### config.mk
export PLATFORM = sky130hd
export DESIGN_NAME = floor_arbiter
export DESIGN_NICKNAME = d
export VERILOG_FILES = /design/src/rtl/floor_arbiter.sv
export SDC_FILE = /design/constraint.sdc
export NUM_CORES = 1
export LEC_CHECK = 0
export BUFFER_PORTS_ARGS = -buffer_cell sky130_fd_sc_hd__buf_2
export CORE_AREA = 10 10 85 87
export DETAILED_ROUTE_END_ITERATION = 8
export DIE_AREA = 0 0 95 97
export PLACE_DENSITY = 0.93
export SLEW_MARGIN = 20
export SYNTH_ARGS = -nofsm -noshare
export SYNTH_HDL_FRONTEND = slang
export SYNTH_SLANG_ARGS = --single-unit
### constraint.sdc
create_clock -name clk -period 4.1 [get_ports clk]
set_clock_uncertainty 0.2 [all_clocks]
set_input_delay 0 -clock clk [delete_from_list [all_inputs] [get_ports clk]]
set_output_delay 0 -clock clk [all_outputs]
set_load 0.01 [all_outputs]
### src/rtl/floor_arbiter.sv
// floor_arbiter
//   Shares one pipelined floor unit (no valid/tag/reset of its own) among
//   NREQ requesters. One request is granted per cycle, in round-robin order.
//   A shadow valid/ID pipeline runs alongside the unit, so each result is
//   routed back to the requester that issued it, LAT cycles after the accept.
//
// Ports
//   clk        : clock, rising edge
//   rst        : synchronous active-high reset
//   req_valid  : per-requester request valid
//   req_x      : packed operands, requester i owns bits [32i+31:32i]
//   req_ready  : one-hot grant (all-zero while rst is high)
//   fu_x       : operand driven to the floor unit
//   fu_y       : result coming back from the floor unit
//   rsp_valid  : one-hot response strobe (no backpressure)
//   rsp_id     : requester ID of the current response
//   rsp_y      : floor result (fu_y passed through)
//   busy       : high while any operation is in flight
module floor_arbiter #(
  parameter int NREQ = 4,
  parameter int LAT  = 2,
  parameter int IDW  = $clog2(NREQ)
) (
  input  logic               clk,
  input  logic               rst,
  input  logic [NREQ-1:0]    req_valid,
  input  logic [NREQ*32-1:0] req_x,
  output logic [NREQ-1:0]    req_ready,
  output logic [31:0]        fu_x,
  input  logic [31:0]        fu_y,
  output logic [NREQ-1:0]    rsp_valid,
  output logic [IDW-1:0]     rsp_id,
  output logic [31:0]        rsp_y,
  output logic               busy
);

  logic [IDW-1:0] ptr_reg;
  logic [LAT-1:0] vld_reg;
  logic [IDW-1:0] id_reg [LAT];

  logic [IDW-1:0] cand_idx [NREQ];
  logic [NREQ-1:0] cand_vld;
  logic [31:0]    req_x_arr [NREQ];

  logic           grant_found;
  logic [IDW-1:0] grant_idx;
  logic           accept;
  logic [IDW-1:0] ptr_next;

  // Candidate gi is the requester gi positions above ptr, wrapped modulo
  // NREQ. The subtract-based wrap keeps non-power-of-2 NREQ correct.
  genvar gi;
  generate
    for (gi = 0; gi < NREQ; gi++) begin : g_cand
      logic [IDW:0] sum;
      assign sum = {1'b0, ptr_reg} + (IDW+1)'(gi);
      assign cand_idx[gi] = (sum >= (IDW+1)'(NREQ)) ?
                            IDW'(sum - (IDW+1)'(NREQ)) : sum[IDW-1:0];
      assign cand_vld[gi] = req_valid[cand_idx[gi]];
      assign req_x_arr[gi] = req_x[32*gi +: 32];
    end
  endgenerate

  // Walk the candidates from the far end down, so the nearest valid one
  // (smallest offset from ptr) is the one left standing.
  always_comb begin
    grant_found = 1'b0;
    grant_idx   = '0;
    for (int k = NREQ - 1; k >= 0; k--) begin
      if (cand_vld[k]) begin
        grant_found = 1'b1;
        grant_idx   = cand_idx[k];
      end
    end
  end

  // No grant is offered while in reset.
  assign accept = grant_found & ~rst;

  always_comb begin
    req_ready = '0;
    fu_x      = 32'h0;
    if (accept) begin
      req_ready[grant_idx] = 1'b1;
      fu_x                 = req_x_arr[grant_idx];
    end
  end

  assign ptr_next = (grant_idx == IDW'(NREQ - 1)) ? '0 : grant_idx + 1'b1;

  always_ff @(posedge clk) begin
    if (rst) begin
      ptr_reg    <= '0;
      vld_reg[0] <= 1'b0;
    end else begin
      if (accept) begin
        ptr_reg <= ptr_next;
      end
      vld_reg[0] <= accept;
    end
  end

  // IDs carry no reset: they are only looked at when the matching valid is set.
  always_ff @(posedge clk) begin
    id_reg[0] <= grant_idx;
  end

  generate
    for (gi = 1; gi < LAT; gi++) begin : g_stage
      always_ff @(posedge clk) begin
        if (rst) begin
          vld_reg[gi] <= 1'b0;
        end else begin
          vld_reg[gi] <= vld_reg[gi-1];
        end
      end

      always_ff @(posedge clk) begin
        id_reg[gi] <= id_reg[gi-1];
      end
    end
  endgenerate

  // Whatever the floor unit holds after reset is garbage; the cleared valid
  // pipeline keeps it from ever being presented as a response.
  always_comb begin
    rsp_valid = '0;
    if (vld_reg[LAT-1]) begin
      rsp_valid[id_reg[LAT-1]] = 1'b1;
    end
  end

  assign rsp_id = id_reg[LAT-1];
  assign rsp_y  = fu_y;
  assign busy   = |vld_reg;

endmodule

# Word-level counts from Yosys, hierarchy flattened
# Memory sizes are Yosys's and may differ from the RTL's.
# Cells that the tools add are included.
op_classes:
  addsub: 8
  n_lt_le_gt_ge: 13
  eq_ne: 1
  mux: 31
  bitwise: 3
  n_reduce_logical: 3
ops:
  columns: ["operator", "count"]
  rows:
  - ["2-to-1 mux 32 bit", 3]
  - ["binary-select mux 32 bit (select 2 bit)", 1]
  - ["< comparator 2 x 3 -> 1 bit, second input constant", 6]
  - ["2-to-1 mux 2 bit", 9]
  - ["greater-or-equal comparator 3 bit, second input constant", 4]
  - ["2-to-1 mux 1 bit", 10]
  - ["binary-select mux 1 bit (select 2 bit)", 4]
  - ["2-to-1 mux 4 bit", 2]
  - ["subtractor 2 x 1 -> 2 bit, second input constant", 4]
  - ["adder 2 x 2 -> 3 bit, second input constant", 2]
  - ["demux 1 bit (select 2 bit)", 2]
  - ["greater-or-equal comparator 2 x 1 -> 1 bit, second input constant", 2]
  - ["adder 2 x 1 -> 3 bit, second input constant", 1]
  - ["greater-or-equal comparator 2 x 3 -> 1 bit, second input constant", 1]
  - ["NOT 2 -> 3 bit", 1]
  - ["adder 2 x 1 -> 2 bit, second input constant", 1]
  - ["== test 2 bit, second input constant", 1]
  - ["logical AND 1 bit", 2]
  - ["OR reduction 2 bit", 1]
  - ["AND 1 bit", 1]
  - ["NOT 1 bit", 1]
word_totals:
  register_bits: 4
  ram_bits: 4
  in_bits: 166
  output_inout_bits: 75
  mem_count: 1
memory_table:
  columns: ["name", "words", "width", "rd", "rd_clocked_by_memory_dff", "write_ports", "line", "source"]
  rows:
  - ["id_reg", 2, 2, 2, 0, 2, "39", "logic [IDW-1:0] id_reg [LAT];"]

# Depth between registers and ports, before layout
depth:
  ltp_word: 14
  depth_mapped: 9
  ltp_nobuf: 6

# Least setup slack after synthesis
# OpenSTA, ideal clock, no wires.
synth_timing:
  path_type: "register -> register"
  startpoint: "register ptr_reg[1]"
  endpoint: "register ptr_reg[1]"
  setup_time_ns: 0.114
  arrival_time_ns: 1.562
  required_time_ns: 3.786
  slack_ns: 2.224
  path_stages_with_launch: 10
  cell_sequence: "dfxtp_1 > a21oi_2 > o21ai_2 > o2bb2a_4 > buf_6 > buf_12 > buf_12 > ha_1 > mux2i_1 > nor2_1"
synth_between:
  elab_chain_len: 11
synth_lines:
  columns: ["item", "line", "source"]
  rows:
  - ["start: declaration", "37", "logic [IDW-1:0] ptr_reg;"]
  - ["start signal: assignment", "97", "ptr_reg <= ptr_next;"]
  - ["adder 2 x 2 -> 3 bit", "56", "assign sum = {1'b0, ptr_reg} + (IDW+1)'(gi);"]
  - ["greater-or-equal comparator 3 bit / subtractor 2 x 1 -> 2 bit (equally long branches)", "57, 58", null]
  - ["2-to-1 mux 2 bit", "57", "assign cand_idx[gi] = (sum >= (IDW+1)'(NREQ)) ?"]
  - ["binary-select mux 1 bit (select 2 bit)", "59", "assign cand_vld[gi] = req_valid[cand_idx[gi]];"]
  - ["2-to-1 mux 1 bit (not written as such)", "59", null]
  - ["2-to-1 mux 2 bit (3 in a row)", "70", "if (cand_vld[k]) begin"]
  - ["2-to-1 mux 2 bit *", "70", null]
  - ["net grant_idx[1]", "46", "logic [IDW-1:0] grant_idx;"]
  - ["adder 2 x 1 -> 2 bit / == test 2 bit (equally long branches)", "89", "assign ptr_next = (grant_idx == IDW'(NREQ - 1)) ? '0 : grant_idx + 1'b1;"]
  - ["2-to-1 mux 2 bit *", "89", null]
  - ["net ptr_next[1]", "48", "logic [IDW-1:0] ptr_next;"]
# Mark *: on every way through the listed nets, which the timed path passes. The rest lies on a longest branch. The select of a mux whose other input is x is not followed.
# A chain may end at the register's enable or synchronous reset.

# Final worst setup path
layout_timing:
  startpoint: "register ptr_reg[1]"
  endpoint: "output fu_x[3]"
layout_between:
  elab_chain_len: 14
layout_lines:
  columns: ["item", "line", "source"]
  rows:
  - ["adder 2 x 2 -> 3 bit", "56", null]
  - ["greater-or-equal comparator 3 bit / subtractor 2 x 1 -> 2 bit (equally long branches)", "57, 58", null]
  - ["2-to-1 mux 2 bit", "57", null]
  - ["binary-select mux 1 bit (select 2 bit)", "59", null]
  - ["2-to-1 mux 1 bit (not written as such)", "59", null]
  - ["2-to-1 mux 2 bit (4 in a row)", "70", null]
  - ["NOT 2 -> 3 bit (not written as such)", "85", "fu_x = req_x_arr[grant_idx];"]
  - ["binary-select mux 32 bit (select 2 bit)", "85", null]
  - ["2-to-1 mux 32 bit (not written as such) (2 in a row)", "85", null]
  - ["2-to-1 mux 32 bit *", "83", "if (accept) begin"]
  - ["end: declaration", "29", "output logic [31:0] fu_x,"]
# Every way passes the cells marked *; elsewhere a longest branch is shown, timed or not. The select of a mux whose other input is x is not followed.

==> key figures <==
Run status
  • Outcome: complete, no violations

Clock network
  • Clock root buffer: clkbuf_8
  • TritonCTS Buffers: 3
  • Register clock-pin slew on the reported worst setup and hold paths: 0.04 ns
  • H-Tree Depth: 1
  • Post-CTS repair timing setup buffer count: 0
  • Max Root-Sink Buffers: 2
  • Clk Latency, worst-skew pair: around 0.23 ns
  • TritonCTS clock tree: yes
  • Clock Sinks: 8

Synthesis
  • Sequential area share after synthesis: 0.09524
  • Synthesized netlist net count: 358
  • Mapped cell area: roughly 1700 um2
  • Mapped Cells: 188
  • Asr flop ratio synth: 0
  • Library cells used by synthesis: 28
  • Ys Warns: 0
  • EDFF count, synth: 0
  • Synth Area per Inst: about 8.9 um2
  • Register bit count reported by yosys: 8
  • Main synth FF type: dfxtp_1

Place
  • Port Buffers: 176
  • Dpl cells: ~390
  • Final GP Congestion: about 0.91
  • Hpwl dp: about 6.1 mm

Setup path
  • Max FO, Critical Path: 38
  • Crit Reg-Reg Startpoint: ptr_reg[1]
  • Worst setup path start: ptr_reg[1]
  • Worst R2R Path Depth: 6
  • Reg2reg end: ptr_reg[1]
  • Crit path arrival time: roughly 2.3 ns
  • Worst Path Required: 3.90 ns
  • R2R setup slack: 2.01 ns
  • Worst Setup Start Kind: flip-flop
  • Crit. End Element: output port
  • Kind of critical path: flip-flop to output port

GRT
  • Largest net degree at the start of global routing: 69
  • Gr usage total: 0.1658
  • First-pass GRT wire length: ~12 mm
  • Number of global-route vias before repair: approximately 2.3k
  • Gr ovfl total: 0
  • Antenna violations before repair: 0

STA
  • Max Clk Rate: roughly 400 MHz
  • Slew @ Worst Pin: 0.6612 ns
  • Minimum clock period: approximately 2.5 ns
  • TNS Setup: 0 ns
  • Max Transition Viols Final: 0
  • Final setup violation count: 0
  • Final-report hold violation count: 0
  • RSZ-0062 raised after global routing: no
  • Tcrit/Tclk final: 0.6080
  • Rel. slew slack: 0.5576

Finish
  • Fillers: just over 500
  • Share of cells above drive strength 1: 0.5411
  • Max reg flops: 4
  • Seq. cell area: around 160 um2
  • Non-filler cells, final: roughly 430
  • Final Core Density: 0.4819
  • Number of diodes: 0
  • Multi-input gate area: roughly 1100 um2
  • Most frequent cells in the layout: 176 x buf_2, 66 x mux2i_1, 33 x dlygate4sd3_1
  • Most common library cell in the layout ignoring fill and taps: buf_2
  • Final-stage net count: about 530
  • Area delta synth->final: 56.85%

Detailed routing
  • Post-Route WL: 8.650 mm
  • Pre-antenna DRT Iters: 4
  • Vias/cell: about 4.9
  • First DRT Iteration DRCs: 43
  • Wirelength per Cell: a little over 20 um
  • Antenna-violating nets left: 0
  • Vias: approximately 2.1k
  • DR DRC count: 0

Die
  • I/O Pins: between 200 and 250
  • Die W: 95 um
  • Die area: between 9000 and 10000 um2
  • CORE AREA: between 5000 and 6000 um2
  • Starting Density: 0.3073
  • Die span in y: 97 um
  • Row count: 27

Power and ir drop
  • Leak Pwr: between 1 and 1.5 nW
  • Total power: ~0.66 mW
  • Logic pwr share: 0.709
  • Clock power frac: 0.139
  • Sequential power share: 0.152
  • Sw Pwr: about 0.28 mW
  • PwrDens: ~250 nW/um2
  • Maximum VDD drop: 0.0002153 V
  • Net Sw Frac: 0.4237
  • Internal power: 0.3822 mW

Worst hold path
  • Hold_sp: req_valid[0]
  • Min-Delay Endpoint: id_reg[0][0]
  • Hold crit path type: input port to flip-flop
  • Hold path cells: 3

Flow run
  • MaxCap Viol Count: 0
-- synthesized netlist by cell type (all sizes together) (2+ instances only) --
master	instances	area [um2]
and2	4	25.02
ha	4	50.05
nor2	4	15.01
o22ai	32	200.2
dfxtp	8	160.2
nand2	3	11.26
a21oi	3	18.77
buf	46	396.6
inv	4	15.02
mux2i	66	660.6
clkbuf	2	15.01
and3	2	13.77
-- power by group through the flow --
stage	registers [mW]	logic, mW	clock network, mW
2_1_floorplan	0.0990	0.342	0
3_3_place_gp	0.100	0.411	0
3_5_place_dp	0.101	0.425	0
4_1_cts	0.100	0.464	0.0937
5_1_grt	0.103	0.508	0.0980
6_report	0.101	0.470	0.0924
-- layout make-up --
class                           count  share of cell area
Clock buffer                        3             0.01565
Inverter                            4            0.005693
Multi-Input combinational cell    128              0.4170
Sequential cell                     8             0.06072
Tap cell                           72             0.03416
Timing Repair Buffer              210              0.4668
-- critical path, stage by stage (launching register included) --
cell,delay (ns)
dfxtp_1,0.36
a21oi_2,0.15
o21ai_2,0.06
o2bb2a_4,0.55
buf_12,0.33
mux2i_1,0.30
o22ai_1,0.12
buf_2,0.18
-- kinds of logic after synthesis --
family,count (synthesis),share of synthesized area
mux,66,0.3929
buf+inv,52,0.2537
simple gates,20,0.07665
compound gates,38,0.1518
fa+ha+maj,4,0.02976
flops,8,0.09524
-- metal layers --
metal | up-vias | GRT usage | routed length, um
met5 | - | 0 | 0
met4 | 0 | 0.03776 | 120
met1 | 917 | 0.1467 | 2786
met3 | 12 | 0.07247 | 1135
met2 | 165 | 0.3256 | 4607
li1 | 994 | - | -
-- through the flow --
step	instance area, um2	hold WS, ns	setup WS [ns]
6_report	2638	0.05656	1.607
3_3_place_gp	2241	-0.1999	1.628
2_1_floorplan	1682	-0.1284	2.224
3_5_place_dp	2241	-0.1999	1.492
4_1_cts	2613	0.004923	1.291
5_1_grt	2638	0.07102	1.417
-- repair_timing --
item,in CTS,in global routing
hold endpoints to repair,36,0
gates resized for setup,0,0
endpoints found under the setup margin,0,0
hold buffers,33,0
-- worst max path at each step --
stage | slack, ns | cells after the start | to
floorplan | 2.22 | 9 | ptr_reg[1]
global placement | 1.63 | 6 | fu_x[20]
detailed placement | 1.49 | 6 | fu_x[17]
CTS | 1.29 | 6 | fu_x[17]
global route | 1.42 | 6 | fu_x[17]
finish | 1.61 | 7 | fu_x[3]
No activity file was read; power rests on OpenSTA's default activity.
